[src/rtl/uart_byte_tx_pkg.sv]
// uart_byte_tx_pkg: transmitter state encoding, default bit period and MIN framing bytes
package uart_byte_tx_pkg;
  typedef enum logic [1:0] {
    IDLE  = 2'd0,
    START = 2'd1,
    DATA  = 2'd2,
    STOP  = 2'd3
  } state_t;
  localparam int CLKS_PER_BIT_DEF = 104;
  localparam logic [7:0] MIN_SOF   = 8'hAA;
  localparam logic [7:0] MIN_STUFF = 8'h55;
  localparam logic [7:0] MIN_EOF   = 8'h55;
endpackage

[src/rtl/uart_byte_tx_baud.sv]
// baud_tick_gen: bit-period counter with a one-cycle tick at every bit boundary
module baud_tick_gen
  import uart_byte_tx_pkg::*;
#(
  parameter int CLKS_PER_BIT = CLKS_PER_BIT_DEF
) (
  input  logic clk,
  input  logic rst,
  input  logic clr,
  input  logic en,
  output logic tick
);
  localparam int W = $clog2(CLKS_PER_BIT);
  logic [W-1:0] cnt;
  assign tick = en && cnt == W'(CLKS_PER_BIT - 1);
  always_ff @(posedge clk) begin
    if (rst || clr || tick) cnt <= '0;
    else if (en) cnt <= cnt + W'(1);
  end
endmodule

[src/rtl/uart_byte_tx.sv]
// uart_byte_tx: 8N1/8N2 LSB-first UART transmitter with a valid/ready byte input
module uart_byte_tx
  import uart_byte_tx_pkg::*;
#(
  parameter int CLKS_PER_BIT = CLKS_PER_BIT_DEF,
  parameter int STOP_BITS    = 1
) (
  input  logic       i_clk,
  input  logic       i_rst,
  input  logic [7:0] i_data,
  input  logic       i_valid,
  output logic       o_ready,
  output logic       o_tx,
  output logic       o_busy
);
  state_t     state, nxt;
  logic [7:0] sh;
  logic [2:0] bit_cnt;
  logic       tick, accept, last_bit, last_stop, tx_nxt;
  assign accept    = state == IDLE && i_valid && !i_rst;
  assign last_bit  = bit_cnt == 3'd7;
  assign last_stop = bit_cnt == 3'(STOP_BITS - 1);
  baud_tick_gen #(.CLKS_PER_BIT(CLKS_PER_BIT)) u_baud (
    .clk (i_clk),
    .rst (i_rst),
    .clr (accept),
    .en  (state != IDLE),
    .tick(tick)
  );
  always_ff @(posedge i_clk) begin
    if (i_rst) begin
      state   <= IDLE;
      o_tx    <= 1'b1;
      sh      <= '0;
      bit_cnt <= '0;
    end else begin
      state <= nxt;
      o_tx  <= tx_nxt;
      if (accept) sh <= i_data;
      else if (state == DATA && tick) sh <= sh >> 1;
      // bit_cnt counts data bits in DATA and stop bits in STOP, zeroed on each state exit
      if (tick && state != START) bit_cnt <= nxt == state ? bit_cnt + 3'd1 : 3'd0;
    end
  end
  always_comb begin
    nxt = state;
    case (state)
      IDLE:    nxt = accept ? START : IDLE;
      START:   nxt = tick ? DATA : START;
      DATA:    nxt = tick && last_bit ? STOP : DATA;
      default: nxt = tick && last_stop ? IDLE : STOP;
    endcase
  end
  always_comb begin
    o_ready = state == IDLE && !i_rst;
    o_busy  = state != IDLE;
    tx_nxt  = o_tx;
    case (state)
      IDLE:    tx_nxt = !accept;
      START:   tx_nxt = tick ? sh[0] : 1'b0;
      DATA:    tx_nxt = tick ? (last_bit ? 1'b1 : sh[1]) : o_tx;
      default: tx_nxt = 1'b1;
    endcase
  end
endmodule

[config.mk]
export PLATFORM = sky130hd
export DESIGN_NAME = uart_byte_tx
export DESIGN_NICKNAME = d
export VERILOG_FILES = /design/src/rtl/uart_byte_tx_pkg.sv /design/src/rtl/uart_byte_tx_baud.sv /design/src/rtl/uart_byte_tx.sv
export SDC_FILE = /design/constraint.sdc
export NUM_CORES = 1
export LEC_CHECK = 0
export CAP_MARGIN = 10
export CORE_AREA = 3 3 51 53
export DETAILED_ROUTE_END_ITERATION = 7
export DIE_AREA = 0 0 54 56
export PLACE_DENSITY = 0.76
export SYNTH_ARGS = -nofsm -noshare
export SYNTH_HDL_FRONTEND = slang
export SYNTH_SLANG_ARGS = --single-unit
[constraint.sdc]
create_clock -name i_clk -period 5.3 [get_ports i_clk]
set_clock_uncertainty 0.1 [all_clocks]
set_input_delay 1.325 -clock i_clk [delete_from_list [all_inputs] [get_ports i_clk]]
set_output_delay 1.325 -clock i_clk [all_outputs]
set_load 0.05 [all_outputs]
# ---- Word level (Yosys, flattened, before mapping)
# Cells that the tools add are included.
dict set report word_totals {
  inputBits 11
  regBits 21
}
dict set report classes {
  reduce_logical 16
  addsub 2
  n_eq_ne 7
  n_mux 12
}
# cell count
set op_table {}
lappend op_table {{two-way mux 8 bit} 2}
lappend op_table {{logical AND 1 bit} 8}
lappend op_table {{adder 7 x 1 -> 7 bit (second input constant)} 1}
lappend op_table {{equality test 7 bit (second input constant)} 1}
lappend op_table {{case mux 2 bit (3 select lines)} 1}
lappend op_table {{two-way mux 1 bit} 5}
lappend op_table {{two-way mux 2 bit} 2}
lappend op_table {{nonzero test 2 bit} 2}
lappend op_table {{adder 3 x 1 -> 3 bit (second input constant)} 1}
lappend op_table {{equality test 3 bit (second input constant)} 1}
lappend op_table {{zero test 3 bit} 1}
lappend op_table {{two-way mux 3 bit} 1}
lappend op_table {{case mux 1 bit (3 select lines)} 1}
lappend op_table {{equality test 2 x 1 -> 1 bit (second input constant)} 1}
lappend op_table {{equality test 2 bit} 1}
lappend op_table {{equality test 2 bit (second input constant)} 1}
lappend op_table {{zero test 1 bit} 2}
lappend op_table {{zero test 2 bit} 1}
lappend op_table {{logical OR 1 bit} 2}
lappend op_table {{inequality test 2 x 1 -> 1 bit (second input constant)} 1}
lappend op_table {{inequality test 2 bit (second input constant)} 1}

# ---- Longest topological paths before layout
dict set report logic_depth {
  ltp_word 7
  ltp_mapped 6
  mapped_depth_nobuf 6
}

# ---- Hierarchy
# From an unflattened synthesis, not the netlist that was laid out.
dict set report hier_totals {
  hier_cells 116
  hier_area_um2 1082.3
}
# module n_inst area_each_um2 cells_each seq_area_each_um2
set modules_own_cells {}
lappend modules_own_cells {uart_byte_tx 1 733.2 80 280.3}
lappend modules_own_cells {baud_tick_gen 1 349.1 36 140.1}

# ---- Least setup slack after synthesis
# No wires, ideal clock.
dict set report synth_timing {
  path_type {input -> output}
  from {input port i_rst}
  to {output port o_ready}
  required_time_ns 3.875
  path_stages 2
  arrival_ns 2.184
  slack_ns 1.691
  path_buffers 1
  path_cell_list {clkbuf_1 nor2_1}
}
dict set report synth_between {
  elab_chain_len 2
}
# item line
set synth_rtl {}
lappend synth_rtl {{from (decl)} uart_byte_tx.sv:9} ;# input logic i_rst,
lappend synth_rtl {{zero test 1 bit} uart_byte_tx.sv:55} ;# o_ready = state == IDLE && !i_rst;
lappend synth_rtl {{logical AND 1 bit} uart_byte_tx.sv:55}
lappend synth_rtl {{to (decl)} uart_byte_tx.sv:12} ;# output logic o_ready,
# No other way between the ends.

# ---- Worst setup path after layout
# Same ends and word-level chain as after synthesis.

==> results.md <==
- CP max stage cell: clkdlybuf4s50_1
- Slew Limit Fails: 0
- Initial antenna violation count: 0
- Synthesized Nets: 135
- Overall power: 0.296 mW
- I/O Pins: 14
- DRT iter0 DRCs: 16
- Final Hold Fails: 0
- Placed insts: 158
- Worst vdd ir: 0.129 mV
- Via Count: 891
- Pleak: 0.463 nW
- Max Fclk: 0.235 GHz
- Worst Max-Slew Pin Slew: 711 ps
- CP Data Required Time: 3880 ps
- Layout area overhead: 16.6%
- Crit path time final: 4250 ps
- Min Hold Slack: 395 ps
- Most used cell, CP: clkdlybuf4s50_1
- Outcome: complete, no violations
- Hold Buf Count CTS: 0
- Commonest non-fill, non-tap cell in the layout: nor2_1
- Final core utilization: 56.7%
- Clk slew on worst S/H paths: 110 ps
- Routed wire per std cell: 12.5 um
- Routed Antenna Nets: 0
- Max cap viols: 0
- Core box area: 2190 um^2
- Hold crit path type: reg2reg
- Startpoint Class: input pin
- Critical path fanouts, max: 16
- Vias per cell: 5.50
- Die Wd: 54 um
- GRT overflow: 0
- Row count: 17
- Cells after synthesis: 120
- First-pass GRT wire length: 3.53 mm
- Final setup viols: 0
- RSZ-0062 raised after global routing: no
- Slowest cell delay on critical path: 810 ps
- Setup TNS: 0 ps
- Postcts setup bufs: 0
- Detailed placer's ending HPWL: 1.53 mm
- Final GP Congestion: 0.707
- Pin count of the biggest net entering global routing: 17
- Final Non-Filler Cells: 162
- Mean Syn Cell Area: 8.87 um^2
- Die span in y: 56 um
- Pre-antenna DRT Iters: 4
- # resized after CTS: 0
- Diodes inserted: 0
- Synthesis Warnings: 0
- CTS tree: yes
- Layout Nets: 150
- TritonCTS Sinks: 21
- # port buffers: 13
- Worst-Skew Late Latency: 300 ps
- # DRC: 0
- Seq/Total Area, Yosys: 39.5%
- Crit end category: output port
- WS Path Type: in2out
- Max Root-Sink Buffers: 2
- Yosys cell types: 31
- Layout cells sized above 1: 12.7%
- Vias in the first global route: 852
- Initial Utilization: 48.6%
- Cell Area, Synth: 1060 um^2
- Worst endpoint data arrival time: 2830 ps
- CP Cell Sequence: clkdlybuf4s50_1, buf_4, nor2_1, clkdlybuf4s50_1
- Slew margin rel.: 52.4%
- CTS Buf Count: 3
- Final period util: 80.2%
- Clock Tree Root: clkbuf_4
- H-tree Lvls: 1
- Synth Register Bits: 21
- All-layer global routing usage: 15.2%
- Die area: 3020 um^2
- Final wirelength: 2.03 mm
- Pwr dens: 239 nW/um^2
- Most frequent cells in the layout: nor2_1 (27), dfxtp_1 (21), clkdlybuf4s50_1 (13)
[worst max-delay path, delay by kind of cell]
family                 cells  cell delay, ps
buffers and inverters      3            1390
AND/OR/NAND/NOR            1             110
[state kept, by name (all words and copies together) (netlist names)]
register	count
o_tx	1
u_baud.cnt	7
sh	8
bit_cnt	3
state	2
[layer usage]
metal	wire [um]	track usage [%]	part of all wire, %
met4	25	5.34	1.2
met5	0	0	0
met2	963	25.3	47
met1	928	18.8	46
met3	112	3.22	5.5
[cell type report]
cell class | count | area (um^2)
inverter | 7 | 28.8
timing repair buffer | 14 | 138
tap | 28 | 35.0
clock inverter | 1 | 5.00
sequential | 21 | 420
clock buffer | 3 | 22.5
multi-input combinational | 88 | 592
fill | 196 | 950
[metrics by stage]
| step | worst slack, ps | instance area, um^2 |
|---|---|---|
| after floorplan | 1690 | 1060 |
| after global placement | 1050 | 1210 |
| after detailed placement | 1030 | 1210 |
| after CTS | 1040 | 1240 |
| after global routing | 978 | 1240 |
| final | 1050 | 1240 |
[cell usage after synthesis]
library cell | number | area (um^2)
nor4_4 | 1 | 21.3
inv_1 | 6 | 22.5
clkbuf_1 | 1 | 3.75
xnor2_1 | 3 | 26.3
nor4_1 | 1 | 6.26
a22o_1 | 2 | 17.5
dfxtp_1 | 21 | 420
inv_4 | 1 | 6.26
buf_4 | 2 | 15.0
and3_1 | 1 | 6.26
a31oi_1 | 1 | 6.26
nand4bb_4 | 1 | 27.5
a2111oi_2 | 1 | 15.0
o31ai_1 | 1 | 7.51
nor3b_2 | 1 | 12.5
xor2_1 | 3 | 26.3
buf_2 | 1 | 5.00
ha_1 | 4 | 50.1
nand2_1 | 10 | 37.5
o311a_2 | 1 | 11.3
a21oi_1 | 5 | 25.0
o2111ai_1 | 2 | 17.5
a211o_1 | 1 | 8.76
nor2_1 | 27 | 101
a41oi_1 | 1 | 8.76
o21ai_0 | 3 | 15.0
nand3b_1 | 1 | 7.51
nor3_1 | 8 | 40.0
mux2_2 | 6 | 67.6
a311oi_1 | 1 | 8.76
o311a_1 | 2 | 20.0
[path summary, 6_finish.rpt]
check / from / to / slack [ps] / cells after the start
setup / recovery: i_rst / o_ready / 1050 / 4
hold / removal: u_baud.cnt[1] / u_baud.cnt[1] / 400 / 2
setup reg to reg: state[1] / sh[4] / 3240 / 4
hold reg to reg: u_baud.cnt[1] / u_baud.cnt[1] / 400 / 2
[where the power goes]
| group | total [mW] | switching [mW] | internal, mW |
|---|---|---|---|
| registers | 0.171 | 0.00557 | 0.165 |
| clock network | 0.0772 | 0.0490 | 0.0282 |
| logic | 0.0483 | 0.0259 | 0.0224 |
| total | 0.296 | 0.0805 | 0.216 |
[kinds of logic (layout without fill, tap and decap cells)]
group | Yosys count | count (layout) | share of synthesized area [%]
muxes | 6 | 6 | 6.35
xor gates and xnor gates | 6 | 6 | 4.94
adders and majority gates | 4 | 4 | 4.70
and+or+nand+nor | 51 | 51 | 24.4
DFF | 21 | 21 | 39.5
buffers and inverters | 11 | 25 | 4.93
AOI/OAI and AO/OA | 21 | 21 | 15.2
No activity file was read; power rests on OpenSTA's default activity.
